===== config.mk =====
export PLATFORM = sky130hd
export DESIGN_NAME = mkio_bus_controller
export DESIGN_NICKNAME = d
export VERILOG_FILES = /design/src/rtl/mkio_bus_controller.sv
export SDC_FILE = /design/constraint.sdc
export NUM_CORES = 1
export LEC_CHECK = 0
export BUFFER_PORTS_ARGS = -buffer_cell sky130_fd_sc_hd__buf_4
export CAP_MARGIN = 15
export CORE_MARGIN = 1
export CORE_UTILIZATION = 23
export CTS_BUF_LIST = sky130_fd_sc_hd__clkbuf_4
export DETAILED_ROUTE_END_ITERATION = 10
export PLACE_DENSITY = 0.42
export SLEW_MARGIN = 10
export SYNTH_ARGS = -nofsm -noshare
export SYNTH_HDL_FRONTEND = slang
export SYNTH_SLANG_ARGS = --single-unit

===== constraint.sdc =====
create_clock -name clk -period 5.9 [get_ports clk]
set_clock_uncertainty 0.15 [all_clocks]
set_input_delay 0.295 -clock clk [delete_from_list [all_inputs] [get_ports clk]]
set_output_delay 0.295 -clock clk [all_outputs]
set_load 0.02 [all_outputs]

===== src/rtl/mkio_bus_controller.sv =====
// MKIO bus-controller end: sends a command word, optional data words from a
// local 32x16 buffer, collects the RT status word and optional data words.
//
// state        | meaning
// S_IDLE       | waiting for start
// S_SEND_CMD   | transmitting the command word (tx_cd=0)
// S_SEND_DATA  | transmitting buffer[0..N-1] (tx_cd=1)
// S_WAIT_STATUS| waiting for the RT status word, timeout armed
// S_RECV_DATA  | storing N received data words into the buffer
// S_DONE       | one-cycle completion, err/status_word valid
module mkio_bus_controller #(
  parameter int TIMEOUT_CYCLES = 700
) (
  input  logic        clk,
  input  logic        reset,
  input  logic        start,
  input  logic [4:0]  rt_addr,
  input  logic        tr,
  input  logic [4:0]  subaddr,
  input  logic [4:0]  word_count,
  input  logic        buf_we,
  input  logic [4:0]  buf_addr,
  input  logic [15:0] buf_wdata,
  output logic [15:0] buf_rdata,
  output logic        tx_ready,
  output logic [15:0] tx_data,
  output logic        tx_cd,
  input  logic        tx_busy,
  input  logic        rx_done,
  input  logic [15:0] rx_data,
  input  logic        rx_cd,
  input  logic        p_error,
  output logic        busy,
  output logic        done,
  output logic [2:0]  err,
  output logic [15:0] status_word
);

  typedef enum logic [2:0] {
    S_IDLE, S_SEND_CMD, S_SEND_DATA, S_WAIT_STATUS, S_RECV_DATA, S_DONE
  } state_t;

  // Per-word transmit handshake: PREP gives the buffer read one cycle to land.
  localparam logic [1:0] PH_PREP    = 2'd0;
  localparam logic [1:0] PH_ISSUE   = 2'd1;
  localparam logic [1:0] PH_WAIT_HI = 2'd2;
  localparam logic [1:0] PH_WAIT_LO = 2'd3;

  localparam logic [2:0] ERR_OK      = 3'd0;
  localparam logic [2:0] ERR_TIMEOUT = 3'd1;
  localparam logic [2:0] ERR_PARITY  = 3'd2;
  localparam logic [2:0] ERR_ADDR    = 3'd3;
  localparam logic [2:0] ERR_SYNC    = 3'd4;
  localparam logic [2:0] ERR_MSG     = 3'd5;

  localparam int TW = $clog2(TIMEOUT_CYCLES + 1);
  localparam logic [TW-1:0] TMR_LOAD = TW'(TIMEOUT_CYCLES - 1);

  state_t      r_state;
  logic [1:0]  r_tx_ph;
  logic [TW-1:0] r_tmr;
  logic [4:0]  r_idx;
  logic [4:0]  r_rt_addr;
  logic [4:0]  r_sa;
  logic [4:0]  r_wc;
  logic        r_tr;
  logic        r_tx_ready;
  logic [15:0] r_tx_data;
  logic        r_tx_cd;
  logic        r_busy;
  logic        r_done;
  logic [2:0]  r_err;
  logic [15:0] r_status;
  logic [15:0] r_mem [32];
  logic [15:0] r_rd_word;
  logic [15:0] r_buf_rdata;

  logic        w_last;
  logic [15:0] w_cmd_word;
  logic        w_rx_wr;
  logic        w_host_wr;

  // word_count 0 means 32; the 5-bit wrap of r_wc-1 gives index 31 for it.
  assign w_last     = (r_idx == r_wc - 5'd1);
  assign w_cmd_word = {r_rt_addr, r_tr, r_sa, r_wc};
  assign w_rx_wr    = (r_state == S_RECV_DATA) && rx_done && rx_cd && !p_error;
  assign w_host_wr  = buf_we && !r_busy;

  // Buffer: one write port (receive path or host), host and transmit read ports.
  always_ff @(posedge clk) begin
    if (w_rx_wr)
      r_mem[r_idx] <= rx_data;
    else if (w_host_wr)
      r_mem[buf_addr] <= buf_wdata;
    r_buf_rdata <= r_mem[buf_addr];
    r_rd_word   <= r_mem[r_idx];
  end

  // Transaction sequencer with registered outputs.
  always_ff @(posedge clk) begin
    if (reset) begin
      r_state    <= S_IDLE;
      r_tx_ph    <= PH_PREP;
      r_tmr      <= '0;
      r_idx      <= '0;
      r_rt_addr  <= '0;
      r_sa       <= '0;
      r_wc       <= '0;
      r_tr       <= 1'b0;
      r_tx_ready <= 1'b0;
      r_tx_data  <= '0;
      r_tx_cd    <= 1'b0;
      r_busy     <= 1'b0;
      r_done     <= 1'b0;
      r_err      <= ERR_OK;
      r_status   <= '0;
    end else begin
      r_tx_ready <= 1'b0;
      r_done     <= 1'b0;
      case (r_state)
        S_IDLE, S_DONE: begin
          if (start && !r_busy) begin
            r_rt_addr <= rt_addr;
            r_tr      <= tr;
            r_sa      <= subaddr;
            r_wc      <= word_count;
            r_err     <= ERR_OK;
            r_busy    <= 1'b1;
            r_tx_ph   <= PH_PREP;
            r_idx     <= '0;
            r_state   <= S_SEND_CMD;
          end else begin
            r_state <= S_IDLE;
          end
        end
        S_SEND_CMD, S_SEND_DATA: begin
          case (r_tx_ph)
            PH_PREP: r_tx_ph <= PH_ISSUE;
            PH_ISSUE: begin
              if (!tx_busy) begin
                r_tx_ready <= 1'b1;
                r_tx_data  <= (r_state == S_SEND_CMD) ? w_cmd_word : r_rd_word;
                r_tx_cd    <= (r_state == S_SEND_DATA);
                r_tx_ph    <= PH_WAIT_HI;
              end
            end
            PH_WAIT_HI: if (tx_busy) r_tx_ph <= PH_WAIT_LO;
            default: begin
              if (!tx_busy) begin
                r_tx_ph <= PH_PREP;
                if (r_state == S_SEND_CMD) begin
                  r_idx   <= '0;
                  r_tmr   <= TMR_LOAD;
                  r_state <= r_tr ? S_WAIT_STATUS : S_SEND_DATA;
                end else if (w_last) begin
                  r_tmr   <= TMR_LOAD;
                  r_state <= S_WAIT_STATUS;
                end else begin
                  r_idx <= r_idx + 5'd1;
                end
              end
            end
          endcase
        end
        S_WAIT_STATUS: begin
          if (rx_done) begin
            if (p_error || rx_cd) begin
              r_err   <= p_error ? ERR_PARITY : ERR_SYNC;
              r_done  <= 1'b1;
              r_busy  <= 1'b0;
              r_state <= S_DONE;
            end else begin
              r_status <= rx_data;
              if (rx_data[15:11] != r_rt_addr || rx_data[10] || !r_tr) begin
                r_err   <= (rx_data[15:11] != r_rt_addr) ? ERR_ADDR :
                           (rx_data[10] ? ERR_MSG : ERR_OK);
                r_done  <= 1'b1;
                r_busy  <= 1'b0;
                r_state <= S_DONE;
              end else begin
                r_idx   <= '0;
                r_tmr   <= TMR_LOAD;
                r_state <= S_RECV_DATA;
              end
            end
          end else if (r_tmr == '0) begin
            r_err   <= ERR_TIMEOUT;
            r_done  <= 1'b1;
            r_busy  <= 1'b0;
            r_state <= S_DONE;
          end else begin
            r_tmr <= r_tmr - TW'(1);
          end
        end
        S_RECV_DATA: begin
          if (rx_done) begin
            if (p_error || !rx_cd || w_last) begin
              r_err   <= p_error ? ERR_PARITY : (!rx_cd ? ERR_SYNC : ERR_OK);
              r_done  <= 1'b1;
              r_busy  <= 1'b0;
              r_state <= S_DONE;
            end else begin
              r_idx <= r_idx + 5'd1;
              r_tmr <= TMR_LOAD;
            end
          end else if (r_tmr == '0) begin
            r_err   <= ERR_TIMEOUT;
            r_done  <= 1'b1;
            r_busy  <= 1'b0;
            r_state <= S_DONE;
          end else begin
            r_tmr <= r_tmr - TW'(1);
          end
        end
        default: r_state <= S_IDLE;
      endcase
    end
  end

  assign buf_rdata   = r_buf_rdata;
  assign tx_ready    = r_tx_ready;
  assign tx_data     = r_tx_data;
  assign tx_cd       = r_tx_cd;
  assign busy        = r_busy;
  assign done        = r_done;
  assign err         = r_err;
  assign status_word = r_status;

endmodule


==> metrics.txt <==
outcome=complete, no violations; Mapped Avg Cell Area=18.8 sq um; DRT Pass-1 Iters=5; Pwr Density=336 nW/um^2; Yosys reg bits=619; hpwl dp=59200 microns; Total Routing Usage GR=0.141; fraction of registers with async set/reset=0; Layout Nets=1940; CP Data Required Time=6.36 ns; # port buffers=115; Period minus WS final=4.43 ns; worst min-delay path class=input pin to register; Initial Utilization=0.232; crit end category=register; largest net degree at the start of global routing=101; Cell Rows=128; crit start category=register; post-route clock period utilization=0.750; WL final=87800 microns; Reg2Reg Setup Slack=1.47 ns; Worst Tran Pin Value=1.11 ns; Max clock buf depth=3; Syn. warnings=0; Synth Cell Area=28400 sq um; CP Cell Sequence=or3b_1 > o31ai_4 > mux2i_1 > nand2_1 > nor2_2; EDFF count, synth=512; count of cell types in the netlist=74; io pins=116; post-route setup slack=1.47 ns; Most used DFF post-synth=edfxtp_1; worst-path maximum fanout=18; Antenna Nets Post-Route=0; vias=16800; vias in the first global route=17500; CTS root buffer=clkbuf_4; share of cells above drive strength 1=0.411; FF-to-FF Start=r_state[0]$_SDFFE_PP0P_; routed length per placed instance=24.3 microns; top cell type's share of synthesized area=0.542; die width=353 microns; postcts setup bufs=0; H-tree depth=4; Highest Clock Rate=226 MHz; first-pass GRT wire length=127000 microns; Leak=0.0109 uW; area of the multi-input gates=10300 sq um; vias per inst=4.64; post-synthesis sequential area ratio=0.618; most common cell in the synthesized netlist=edfxtp_1; Worst R2R Path Depth=5; Synth area leaders=edfxtp_1 (54%), mux4_2 (25%), dfxtp_1 (7.6%); register area=17500 sq um; post-route DRC violation count=0; Clk Latency, worst-skew pair=1.04 ns; Max IR drop VDD=0.171 mV; Max-Cap Viols=0; WP data arrival=4.89 ns; Post-synth top cells=edfxtp_1 (512), mux4_2 (320), dfxtp_1 (107); CP peak stage delay=0.92 ns; CTS tree=built; Total Neg Setup Slack=0 ns; Die ar.=125000 sq um; final hold vios=0; final setup violation count=0; hold slack=0.105 ns; Final GP Congestion=0.796; Syn Inst Count=1509; CP max-delay cell=nor2_2; die height=353 microns; clock buffer count from CTS=166; CP startpoint=r_state[0]$_SDFFE_PP0P_; Rel. slew slack=0.262; RSZ-0062 raised after global routing=no; fin. max-slew vios=0; post-synthesis net count=1577; initial drt markers=1291; core area=122000 sq um; global route overflow=0; P&R area growth vs syn=22.6%; Place WS=1.59 ns; clock-pin slew on the worst setup and hold paths=0.08 ns; WS Path Type=register to register; area leader, netlist=edfxtp_1; initial antenna violation count=6; fill count=12200; Worst Setup EP=r_mem[8][13]$_DFFE_PP_; Sink Count=619; RR Endpoint=r_mem[8][13]$_DFFE_PP_
layout make-up:
class | instances | area share
diodes | 6 | 0.000432
clock buffers | 225 | 0.0486
clock inverters | 59 | 0.0103
inverters | 20 | 0.00216
multi-input cells | 762 | 0.297
flip-flops and latches | 619 | 0.504
well taps | 1625 | 0.0585
repair buffers | 303 | 0.0787
layout by cell type (no fill, tap or decap), types with 49 or more instances in the layout:
master and count:
nand2_1 61, mux2_2 49, buf_4 133, dfxtp_1 103, clkbuf_4 225, dlygate4sd3_1 165, nor2_1 53, mux4_2 320
edfxtp_1 512
sequential cells by signal, summed over array words and instances, names as in the netlist, 2 cells and up:
register / flops
r_mem: 512
buf_rdata: 16
r_rd_word: 16
status_word: 16
tx_data: 16
r_tmr: 10
r_idx: 5
r_rt_addr: 5
r_sa: 5
r_wc: 5
err: 3
r_state: 3
r_tx_ph: 2
critical path: cells and delay by family (launching register included):
family | cells | cell delay [ns]
AO/OA/AOI/OAI | 1 | 0.78
flip-flops | 1 | 0.50
multiplexers | 1 | 0.62
AND/OR/NAND/NOR | 3 | 1.93
stage by stage:
| stage | total power (uW) | area (sq um) | util | cells |
|---|---|---|---|---|
| after global placement | 7840 | 31000 | 0.254 | 3164 |
| after detailed placement | 7860 | 31000 | 0.254 | 3164 |
| final | 11700 | 34800 | 0.285 | 3619 |
| after global routing | 12300 | 34700 | 0.285 | 3617 |
| after floorplan | 6960 | 28400 | - | 1509 |
| after CTS | 11900 | 34700 | 0.285 | 3613 |
how the worst min path moves through the flow:
stage               cells past startpoint                         start                            to  slack (ns)
floorplan                               2                    rx_data[0]   status_word[0]$_SDFFE_PP0P_        0.28
global placement                        2  status_word[11]$_SDFFE_PP0P_  status_word[11]$_SDFFE_PP0P_        0.30
CTS                                     2                  buf_wdata[2]        r_mem[18][2]$_DFFE_PP_       0.005
detailed placement                      2  status_word[11]$_SDFFE_PP0P_  status_word[11]$_SDFFE_PP0P_        0.31
finish                                  2                  buf_wdata[1]        r_mem[17][1]$_DFFE_PP_        0.10
global route                            2                  buf_wdata[2]        r_mem[18][2]$_DFFE_PP_        0.06
where the power goes:
| part | total, uW | switching [uW] | internal, uW |
|---|---|---|---|
| registers | 5230 | 211 | 5020 |
| logic | 2660 | 1420 | 1230 |
| clock network | 3790 | 1890 | 1900 |
| total | 11700 | 3520 | 8160 |
per-layer routing:
| metal | share of wire | vias up | track usage |
|---|---|---|---|
| met4 | 0.021 | 0 | 0.0482 |
| met5 | 0 | - | 0 |
| li1 | - | 7159 | - |
| met3 | 0.061 | 126 | 0.0323 |
| met1 | 0.46 | 8923 | 0.198 |
| met2 | 0.46 | 579 | 0.214 |
cells by family after synthesis:
logic type | count (synthesis) | share of synthesized area
and+or+nand+nor | 224 | 0.0376
adders and majority gates | 8 | 0.00344
buffers and inverters | 128 | 0.0215
DFF | 619 | 0.618
AOI/OAI and AO/OA | 116 | 0.0306
muxes | 403 | 0.286
xor gates and xnor gates | 11 | 0.00340
repair_timing:
action / in CTS / in global routing
hold buffers: 165 / 0
resized for setup: 0 / 0
hold endpoints to repair: 438 / 0
Note: power is estimated with default switching activity, not from simulation.
